--- config.mk ---
export PLATFORM = sky130hd
export DESIGN_NAME = ht_dn_bridge_flat
export DESIGN_NICKNAME = d
export VERILOG_FILES = /design/src/rtl/ht_dn_pkg.sv /design/src/rtl/ht_dn_bridge_if.sv /design/src/rtl/ht_dn_fifo.sv /design/src/rtl/ht_dn_bridge.sv /design/src/flat_wrapper.sv
export SDC_FILE = /design/constraint.sdc
export NUM_CORES = 1
export LEC_CHECK = 0
export ABC_AREA = 1
export CAP_MARGIN = 25
export CORE_MARGIN = 2
export CORE_UTILIZATION = 50
export CTS_CLUSTER_DIAMETER = 200
export DETAILED_ROUTE_END_ITERATION = 16
export PLACE_DENSITY = 0.71
export RECOVER_POWER = 100
export SYNTH_ARGS = -nofsm -noshare
export SYNTH_HDL_FRONTEND = slang
export SYNTH_SLANG_ARGS = --single-unit
--- constraint.sdc ---
create_clock -name clk_sys -period 7.9 [get_ports clk_sys]
set_input_delay 2.37 -clock clk_sys [delete_from_list [all_inputs] [get_ports clk_sys]]
set_output_delay 2.37 -clock clk_sys [all_outputs]
set_load 0.005 [all_outputs]
--- src/rtl/ht_dn_pkg.sv ---
// ht_dn_pkg: shared types and constants for the ioctl download bridge.
//   dn_state_t   : bridge FSM states (IDLE, LOAD, DRAIN, DONE)
//   ROM_INDEX    : ioctl_index value that selects the ROM image
//   CAS_BASE_DEF : default base address for cassette images
//   dn_entry_t   : one FIFO entry, full write address plus data byte
package ht_dn_pkg;

    localparam int unsigned DN_ADDR_W = 25;
    localparam logic [7:0] ROM_INDEX = 8'd0;
    localparam logic [DN_ADDR_W-1:0] CAS_BASE_DEF = 25'h0010000;

    typedef enum logic [1:0] {
        IDLE  = 2'd0,
        LOAD  = 2'd1,
        DRAIN = 2'd2,
        DONE  = 2'd3
    } dn_state_t;

    typedef struct packed {
        logic [DN_ADDR_W-1:0] addr;
        logic [7:0]           data;
    } dn_entry_t;

    localparam int unsigned DN_ENTRY_W = $bits(dn_entry_t);

endpackage

--- src/rtl/ht_dn_bridge_if.sv ---
// ht_dn_bridge_if: download-side and memory-side signals of the bridge.
//   ioctl_download/wr/addr/data/index : HPS download port (into the bridge)
//   mem_req/addr/data, mem_ack        : core SDRAM write port
// Modports: slave = bridge view, master = environment (HPS + memory) view.
//
// Handshakes:
//   ioctl_wr is a one-cycle strobe with no back-pressure; a byte that finds
//   no room is lost. mem_req rises with mem_addr/mem_data valid and holds
//   them stable until mem_ack is sampled high on a rising edge of clk_sys;
//   mem_req then falls on the next cycle. mem_ack while mem_req=0 has no
//   effect.
interface ht_dn_bridge_if
    import ht_dn_pkg::*;
#(
    parameter int unsigned ADDR_W = DN_ADDR_W
);
    logic              ioctl_download;
    logic              ioctl_wr;
    logic [13:0]       ioctl_addr;
    logic [7:0]        ioctl_data;
    logic [7:0]        ioctl_index;
    logic              mem_req;
    logic [ADDR_W-1:0] mem_addr;
    logic [7:0]        mem_data;
    logic              mem_ack;

    modport slave (
        input  ioctl_download, ioctl_wr, ioctl_addr, ioctl_data, ioctl_index,
        input  mem_ack,
        output mem_req, mem_addr, mem_data
    );

    modport master (
        output ioctl_download, ioctl_wr, ioctl_addr, ioctl_data, ioctl_index,
        output mem_ack,
        input  mem_req, mem_addr, mem_data
    );
endinterface

--- src/rtl/ht_dn_fifo.sv ---
// ht_dn_fifo: synchronous FIFO with asynchronous active-high reset.
//   clk_sys, reset : clock / async reset (flushes the FIFO)
//   push, wdata    : write one entry (ignored when full unless popping)
//   pop, rdata     : rdata shows the head; pop removes it (ignored when empty)
//   full, empty    : occupancy flags
// A push into a full FIFO is accepted when a pop happens in the same cycle.
module ht_dn_fifo #(
    parameter int unsigned DEPTH = 8,
    parameter int unsigned W     = 33
) (
    input  logic         clk_sys,
    input  logic         reset,
    input  logic         push,
    input  logic [W-1:0] wdata,
    input  logic         pop,
    output logic [W-1:0] rdata,
    output logic         full,
    output logic         empty
);
    localparam int unsigned PW = $clog2(DEPTH);

    logic [W-1:0] mem [DEPTH];
    // One extra pointer bit separates full from empty.
    logic [PW:0]  wr_ptr;
    logic [PW:0]  rd_ptr;
    logic         do_push;
    logic         do_pop;

    assign empty   = (wr_ptr == rd_ptr);
    assign full    = (wr_ptr[PW] != rd_ptr[PW]) && (wr_ptr[PW-1:0] == rd_ptr[PW-1:0]);
    assign do_pop  = pop && !empty;
    assign do_push = push && (!full || do_pop);
    assign rdata   = mem[rd_ptr[PW-1:0]];

    always_ff @(posedge clk_sys or posedge reset) begin
        if (reset) begin
            wr_ptr <= '0;
            rd_ptr <= '0;
        end else begin
            if (do_push) wr_ptr <= wr_ptr + (PW+1)'(1);
            if (do_pop)  rd_ptr <= rd_ptr + (PW+1)'(1);
        end
    end

    // Storage needs no reset: the pointers define what is valid.
    always_ff @(posedge clk_sys) begin
        if (do_push) mem[wr_ptr[PW-1:0]] <= wdata;
    end

endmodule

--- src/rtl/ht_dn_bridge.sv ---
// ht_dn_bridge: HPS ioctl download -> ht1080z memory write bridge.
//   clk_sys, reset : clock / asynchronous active-high reset
//   bus            : ht_dn_bridge_if.slave (ioctl download in, mem req/ack out)
//   dn_busy        : download active or writes still pending
//   rom_reset      : CPU reset request while a ROM image loads
//   cas_len        : highest cassette offset written + 1
//   cas_ready      : cassette image fully written to memory
//   overflow       : sticky, a byte was lost to a full FIFO
//   dbg_state      : current FSM state
//   dn_sum         : (only with HT_DN_CHECKSUM_EN) mod-256 sum of accepted bytes
// Optional feature macro: HT_DN_CHECKSUM_EN.
module ht_dn_bridge
    import ht_dn_pkg::*;
#(
    parameter int unsigned       FIFO_DEPTH = 8,
    parameter int unsigned       ADDR_W     = DN_ADDR_W,
    parameter logic [ADDR_W-1:0] CAS_BASE   = CAS_BASE_DEF
) (
    input  logic          clk_sys,
    input  logic          reset,
    ht_dn_bridge_if.slave bus,
    output logic          dn_busy,
    output logic          rom_reset,
    output logic [14:0]   cas_len,
    output logic          cas_ready,
    output logic          overflow,
    output dn_state_t     dbg_state
`ifdef HT_DN_CHECKSUM_EN
    ,
    output logic [7:0]    dn_sum
`endif
);

    dn_state_t         state_q, state_d;
    logic              dl_q;
    logic              dl_rise, dl_fall;
    logic              start;
    logic [7:0]        idx_q;
    logic              mem_req_q;
    dn_entry_t         iss_q;
    logic              fifo_full, fifo_empty;
    logic [DN_ENTRY_W-1:0] fifo_rdata;
    logic              push_req, push_ok, pop;
    logic [ADDR_W-1:0] push_addr;
    dn_entry_t         push_entry;
    logic [14:0]       new_len;

    assign dl_rise = bus.ioctl_download && !dl_q;
    assign dl_fall = !bus.ioctl_download && dl_q;

    // Each entry carries its final address, so a restart while older
    // entries drain cannot re-target them.
    assign push_addr  = ADDR_W'(bus.ioctl_addr) + ((idx_q == ROM_INDEX) ? '0 : CAS_BASE);
    assign push_entry = '{addr: push_addr, data: bus.ioctl_data};
    assign new_len    = {1'b0, bus.ioctl_addr} + 15'd1;

    assign push_req = (state_q == LOAD) && bus.ioctl_wr;
    assign pop      = !mem_req_q && !fifo_empty;
    assign push_ok  = push_req && (!fifo_full || pop);

    ht_dn_fifo #(
        .DEPTH (FIFO_DEPTH),
        .W     (DN_ENTRY_W)
    ) u_fifo (
        .clk_sys (clk_sys),
        .reset   (reset),
        .push    (push_ok),
        .wdata   (push_entry),
        .pop     (pop),
        .rdata   (fifo_rdata),
        .full    (fifo_full),
        .empty   (fifo_empty)
    );

    always_comb begin
        state_d = state_q;
        unique case (state_q)
            IDLE:    if (dl_rise) state_d = LOAD;
            LOAD:    if (dl_fall) state_d = DRAIN;
            DRAIN: begin
                if (dl_rise)                        state_d = LOAD;
                else if (fifo_empty && !mem_req_q)  state_d = DONE;
            end
            DONE:    state_d = dl_rise ? LOAD : IDLE;
            default: state_d = IDLE;
        endcase
    end

    assign start     = (state_d == LOAD) && (state_q != LOAD);
    assign rom_reset = ((state_q == LOAD) || (state_q == DRAIN)) && (idx_q == ROM_INDEX);
    assign dn_busy   = (state_q == LOAD) || (state_q == DRAIN) || mem_req_q;
    assign dbg_state = state_q;

    assign bus.mem_req  = mem_req_q;
    assign bus.mem_addr = iss_q.addr;
    assign bus.mem_data = iss_q.data;

    always_ff @(posedge clk_sys or posedge reset) begin
        if (reset) begin
            state_q   <= IDLE;
            dl_q      <= 1'b0;
            idx_q     <= ROM_INDEX;
            mem_req_q <= 1'b0;
            iss_q     <= '0;
            cas_len   <= '0;
            cas_ready <= 1'b0;
            overflow  <= 1'b0;
`ifdef HT_DN_CHECKSUM_EN
            dn_sum    <= '0;
`endif
        end else begin
            state_q <= state_d;
            dl_q    <= bus.ioctl_download;

            // start and push never coincide: pushes need state_q == LOAD.
            if (start) begin
                idx_q    <= bus.ioctl_index;
                overflow <= 1'b0;
                if (bus.ioctl_index != ROM_INDEX) begin
                    cas_len   <= '0;
                    cas_ready <= 1'b0;
                end
`ifdef HT_DN_CHECKSUM_EN
                dn_sum <= '0;
`endif
            end

            if (push_req && fifo_full && !pop) overflow <= 1'b1;

            if (push_ok && (idx_q != ROM_INDEX) && (new_len > cas_len)) cas_len <= new_len;

`ifdef HT_DN_CHECKSUM_EN
            if (push_ok) dn_sum <= dn_sum + bus.ioctl_data;
`endif

            if ((state_q == DONE) && (state_d == IDLE) && (idx_q != ROM_INDEX)) cas_ready <= 1'b1;

            // Issue register: load only when idle, so writes are at most one per two cycles.
            if (pop) begin
                iss_q     <= fifo_rdata;
                mem_req_q <= 1'b1;
            end else if (mem_req_q && bus.mem_ack) begin
                mem_req_q <= 1'b0;
            end
        end
    end

endmodule

--- src/flat_wrapper.sv ---
// flat-port wrapper written by rule: the top's interface ports become plain ports
module ht_dn_bridge_flat import ht_dn_pkg::*;
#(
    parameter int unsigned       FIFO_DEPTH = 8,
    parameter int unsigned       ADDR_W     = DN_ADDR_W,
    parameter logic [ADDR_W-1:0] CAS_BASE   = CAS_BASE_DEF
)
  (clk_sys, reset, dn_busy, rom_reset, cas_len, cas_ready, overflow, dbg_state, bus_ioctl_download, bus_ioctl_wr, bus_ioctl_addr, bus_ioctl_data, bus_ioctl_index, bus_mem_ack, bus_mem_req, bus_mem_addr, bus_mem_data);
  ht_dn_bridge_if #(.ADDR_W(ADDR_W)) bus_i ();
  input  logic clk_sys;
  input  logic reset;
  output logic dn_busy;
  output logic rom_reset;
  output logic [14:0] cas_len;
  output logic cas_ready;
  output logic overflow;
  output dn_state_t dbg_state;
  input wire logic [$bits(bus_i.ioctl_download)-1:0] bus_ioctl_download;
  input wire logic [$bits(bus_i.ioctl_wr)-1:0] bus_ioctl_wr;
  input wire logic [$bits(bus_i.ioctl_addr)-1:0] bus_ioctl_addr;
  input wire logic [$bits(bus_i.ioctl_data)-1:0] bus_ioctl_data;
  input wire logic [$bits(bus_i.ioctl_index)-1:0] bus_ioctl_index;
  input wire logic [$bits(bus_i.mem_ack)-1:0] bus_mem_ack;
  output wire logic [$bits(bus_i.mem_req)-1:0] bus_mem_req;
  output wire logic [$bits(bus_i.mem_addr)-1:0] bus_mem_addr;
  output wire logic [$bits(bus_i.mem_data)-1:0] bus_mem_data;
  assign bus_i.ioctl_download = bus_ioctl_download;
  assign bus_i.ioctl_wr = bus_ioctl_wr;
  assign bus_i.ioctl_addr = bus_ioctl_addr;
  assign bus_i.ioctl_data = bus_ioctl_data;
  assign bus_i.ioctl_index = bus_ioctl_index;
  assign bus_i.mem_ack = bus_mem_ack;
  assign bus_mem_req = bus_i.mem_req;
  assign bus_mem_addr = bus_i.mem_addr;
  assign bus_mem_data = bus_i.mem_data;
  ht_dn_bridge #(.FIFO_DEPTH(FIFO_DEPTH), .ADDR_W(ADDR_W), .CAS_BASE(CAS_BASE)) u_core (.clk_sys(clk_sys), .reset(reset), .bus(bus_i), .dn_busy(dn_busy), .rom_reset(rom_reset), .cas_len(cas_len), .cas_ready(cas_ready), .overflow(overflow), .dbg_state(dbg_state));
endmodule
==> results.cfg <==
[outcome]
status = finished with violations
violations = capacitance limit, slew limit

[cts]
numCtsBuffers = 25
clk_pin_slew_ns = 0.06
ctsHoldBuffers = 0
cts_sinks = 244
htreeDepth = 1
cts_tree = yes
insertion_delay_ns = 0.52
clock-root-buffer = clkbuf_16
cts_resized = 0
post-cts-setup-buffers = 0
clock_path_buffers = 3

[layout]
fillers = 1662
num_antenna_cells = 0
area_delta_synth_final_pct = 16.7
design_area_um2 = 12200
drive_above_1_share_pct = 7.82
seqCellArea_um2 = 7030
final_core_util_pct = 59.7
nets = 1012
multi_input_area_um2 = 2950

[detailed_routing]
dr.first_iter.drc_count = 417
ant_nets = 0
drcViolationCount = 0
routedWlPerCell_um = 18.5
vias_per_cell = 5.52
vias = 6851
firstDrtPassIters = 5
drt_wl_total_um = 22900

[setup_path]
cp-endpoint = u_core.u_fifo.mem[3][21]
timing.rr.end = u_core.u_fifo.mem[3][21]
critPathBufInv = 2
cp_cell_sequence = clkbuf_1, nand2_1, nand2_1, nor2_1, nand2_2, nand2_4, nand3_1, nand2_1, inv_1, nand2_1, nor2_2
arrival_ns = 6.03
reg2reg_depth = 11
worstSetupPathType = flop to flop
crit_path_max_fanout = 49
crit_cells = 11
timing.rr.start = u_core.u_fifo.rd_ptr[0]
path_delay_family = simple AND/OR/NAND/NOR gates
critPathLaunch = u_core.u_fifo.rd_ptr[0]
crit_top_cell = nand2_1
end_kind = flop
crit_required_ns = 8.00
cpMaxStageDelayCell = clkbuf_1
slowest_delay_ns = 1.52
cp-start-kind = flop
r2r_slack_ns = 1.97

[floorplanning]
coreArea_um2 = 20400
dieArea_um2 = 22000
fp.dieH_um = 148
ios = 90
initial_core_util_pct = 51.2
die_w_um = 148
rows = 52

[yosys]
synth_warnings = 0
yosysTopAreaCell = edfxtp_1
async_flop_share_pct = 24.6
synth_flop_cell = edfxtp_1
syn-cell-area_um2 = 10400
synth.top_cells.by_area = edfxtp_1 (53%), dfrtp_1 (14%), o21ai_0 (5.7%)
synth.distinct_cells = 37
synth-seq-cells = 244
synthDominantCellAreaShare_pct = 53.0
synth-seq-area-share_pct = 67.4
synth-edff-count = 184
synthTopCellsByCount = edfxtp_1 (184), nand2_1 (138), o21ai_0 (118), nor2_1 (113), dfrtp_1 (60)
syn_inst = 884
postSynthAreaPerCell_um2 = 11.8
synth.most_common_cell = edfxtp_1

[place]
hpwl_um = 12700
placed_cell_area_um2 = 11400
gp_congestion = 0.807
port_buffers = 79

[sta]
worst-slew-pin-transition_ns = 3.57
fin_worst_skew_ns = 0.0175
rsz0062_at_grt = no
fin_hold_ws_ns = 0.470
post-route-period-util_pct = 75.1
slew_headroom_pct = -138
hold_viol_final = 0
min_period_ns = 5.93
maxSlewViolCount = 158
fmax_ghz = 0.169
finalSetupTns_ns = 0
setup_viol = 0

[global_route]
first_global_vias = 6621
grt_max_degree = 94
grt_overflow = 0
antenna_found_initial = 0
track_usage_pct = 20.9
grt_pass1_wl_um = 36000

[power]
leakagePower_nw = 4.60
power_frac_seq_pct = 40.4
peakVddDrop_v = 0.000215
combPwrFrac_pct = 33.0
power_mw = 4.36
switchingPower_mw = 1.56
power_frac_clock_pct = 26.7
swShare_pct = 35.8
p_int_mw = 2.80
powerDensity_nw_per_um2 = 359

[worst_hold_path]
hp-class = flop to flop
worstHoldPathCells = 2

[job]
maxCapViolCount = 5
-- cells by family after synthesis --
group | synth area share, %
AOI/OAI and AO/OA | 10.0
and+or+nand+nor | 14.1
adders and majority gates | 2.64
xor gates and xnor gates | 1.43
DFF | 67.4
buffers and inverters | 4.38
other | 0.0360
-- worst min-delay path by stage --
stage                            startpoint                 endpoint  slack, ns
finish               u_core.bus.mem_data[5]   u_core.bus.mem_data[5]       0.47
detailed placement   u_core.bus.mem_data[6]   u_core.bus.mem_data[6]       0.46
CTS                  u_core.bus.mem_data[6]   u_core.bus.mem_data[6]       0.48
floorplan           u_core.u_fifo.wr_ptr[3]  u_core.u_fifo.wr_ptr[3]       0.46
global placement    u_core.bus.mem_addr[16]  u_core.bus.mem_addr[16]       0.46
global route         u_core.bus.mem_data[0]   u_core.bus.mem_data[0]       0.49
-- through the flow --
stage	setup slack, ns	std cells
floorplan	3.27	893
global placement	2.14	1197
detailed placement	2.02	1197
CTS	2.53	1241
global route	1.39	1242
finish	1.97	1242
-- power groups by stage --
stage | registers [mW] | logic [mW] | clock network, mW
6_report | 1.76 | 1.44 | 1.16
5_1_grt | 1.79 | 1.61 | 1.23
4_1_cts | 1.77 | 1.52 | 1.18
3_5_place_dp | 1.79 | 1.51 | 0
3_3_place_gp | 1.78 | 1.48 | 0
2_1_floorplan | 1.74 | 1.01 | 0
-- flip-flops by register name, summed over array words and instances, names as in the netlist, 2 cells and up --
signal                cells
u_core.bus.mem_addr      15
u_core.bus.mem_data       8
u_core.cas_len           15
u_core.dbg_state          2
u_core.idx_q              8
u_core.u_fifo.mem       184
u_core.u_fifo.rd_ptr      4
u_core.u_fifo.wr_ptr      4
-- routing by layer --
layer  share of wire, %  global-route usage [%]  wire, um  up-vias
li1                   -                       -         -     3261
met2                 49                    34.6     11200      226
met4                1.5                    4.48       342        0
met1                 44                    30.1     10100     3334
met5                  0                       0         0        -
met3                5.7                    2.58      1320       30
-- worst min-delay path, stage by stage, from the launching register on --
cell and delay [ns]:
dfrtp_1 0.34, nand2_1 0.05, nand2_1 0.05
-- cell type report --
cell class | instances | share of cell area [%]
clock inverter | 14 | 1.20
timing repair buffer | 88 | 6.96
multi-input combinational | 547 | 24.3
clock buffer | 30 | 5.46
inverter | 49 | 1.56
sequential | 244 | 57.8
tap | 270 | 2.78
-- cell usage in the layout (no fill, tap or decap), types with 6 or more instances in the layout --
master | Yosys | final
a21oi_1 | 9 | 9
buf_4 | 10 | 6
clkbuf_1 | 36 | 6
clkbuf_16 | 0 | 25
clkdlybuf4s50_1 | 0 | 10
clkinv_1 | 1 | 7
conb_1 | 1 | 10
dfrtp_1 | 60 | 60
dlygate4sd3_1 | 0 | 69
edfxtp_1 | 184 | 184
ha_1 | 22 | 22
inv_1 | 42 | 41
nand2_1 | 138 | 141
nand3_1 | 31 | 33
nand3_2 | 11 | 9
nor2_1 | 113 | 110
o21ai_0 | 118 | 118
o221ai_1 | 40 | 40
o22ai_1 | 6 | 6
xor2_1 | 13 | 13
No activity file was read; power rests on OpenSTA's default activity.
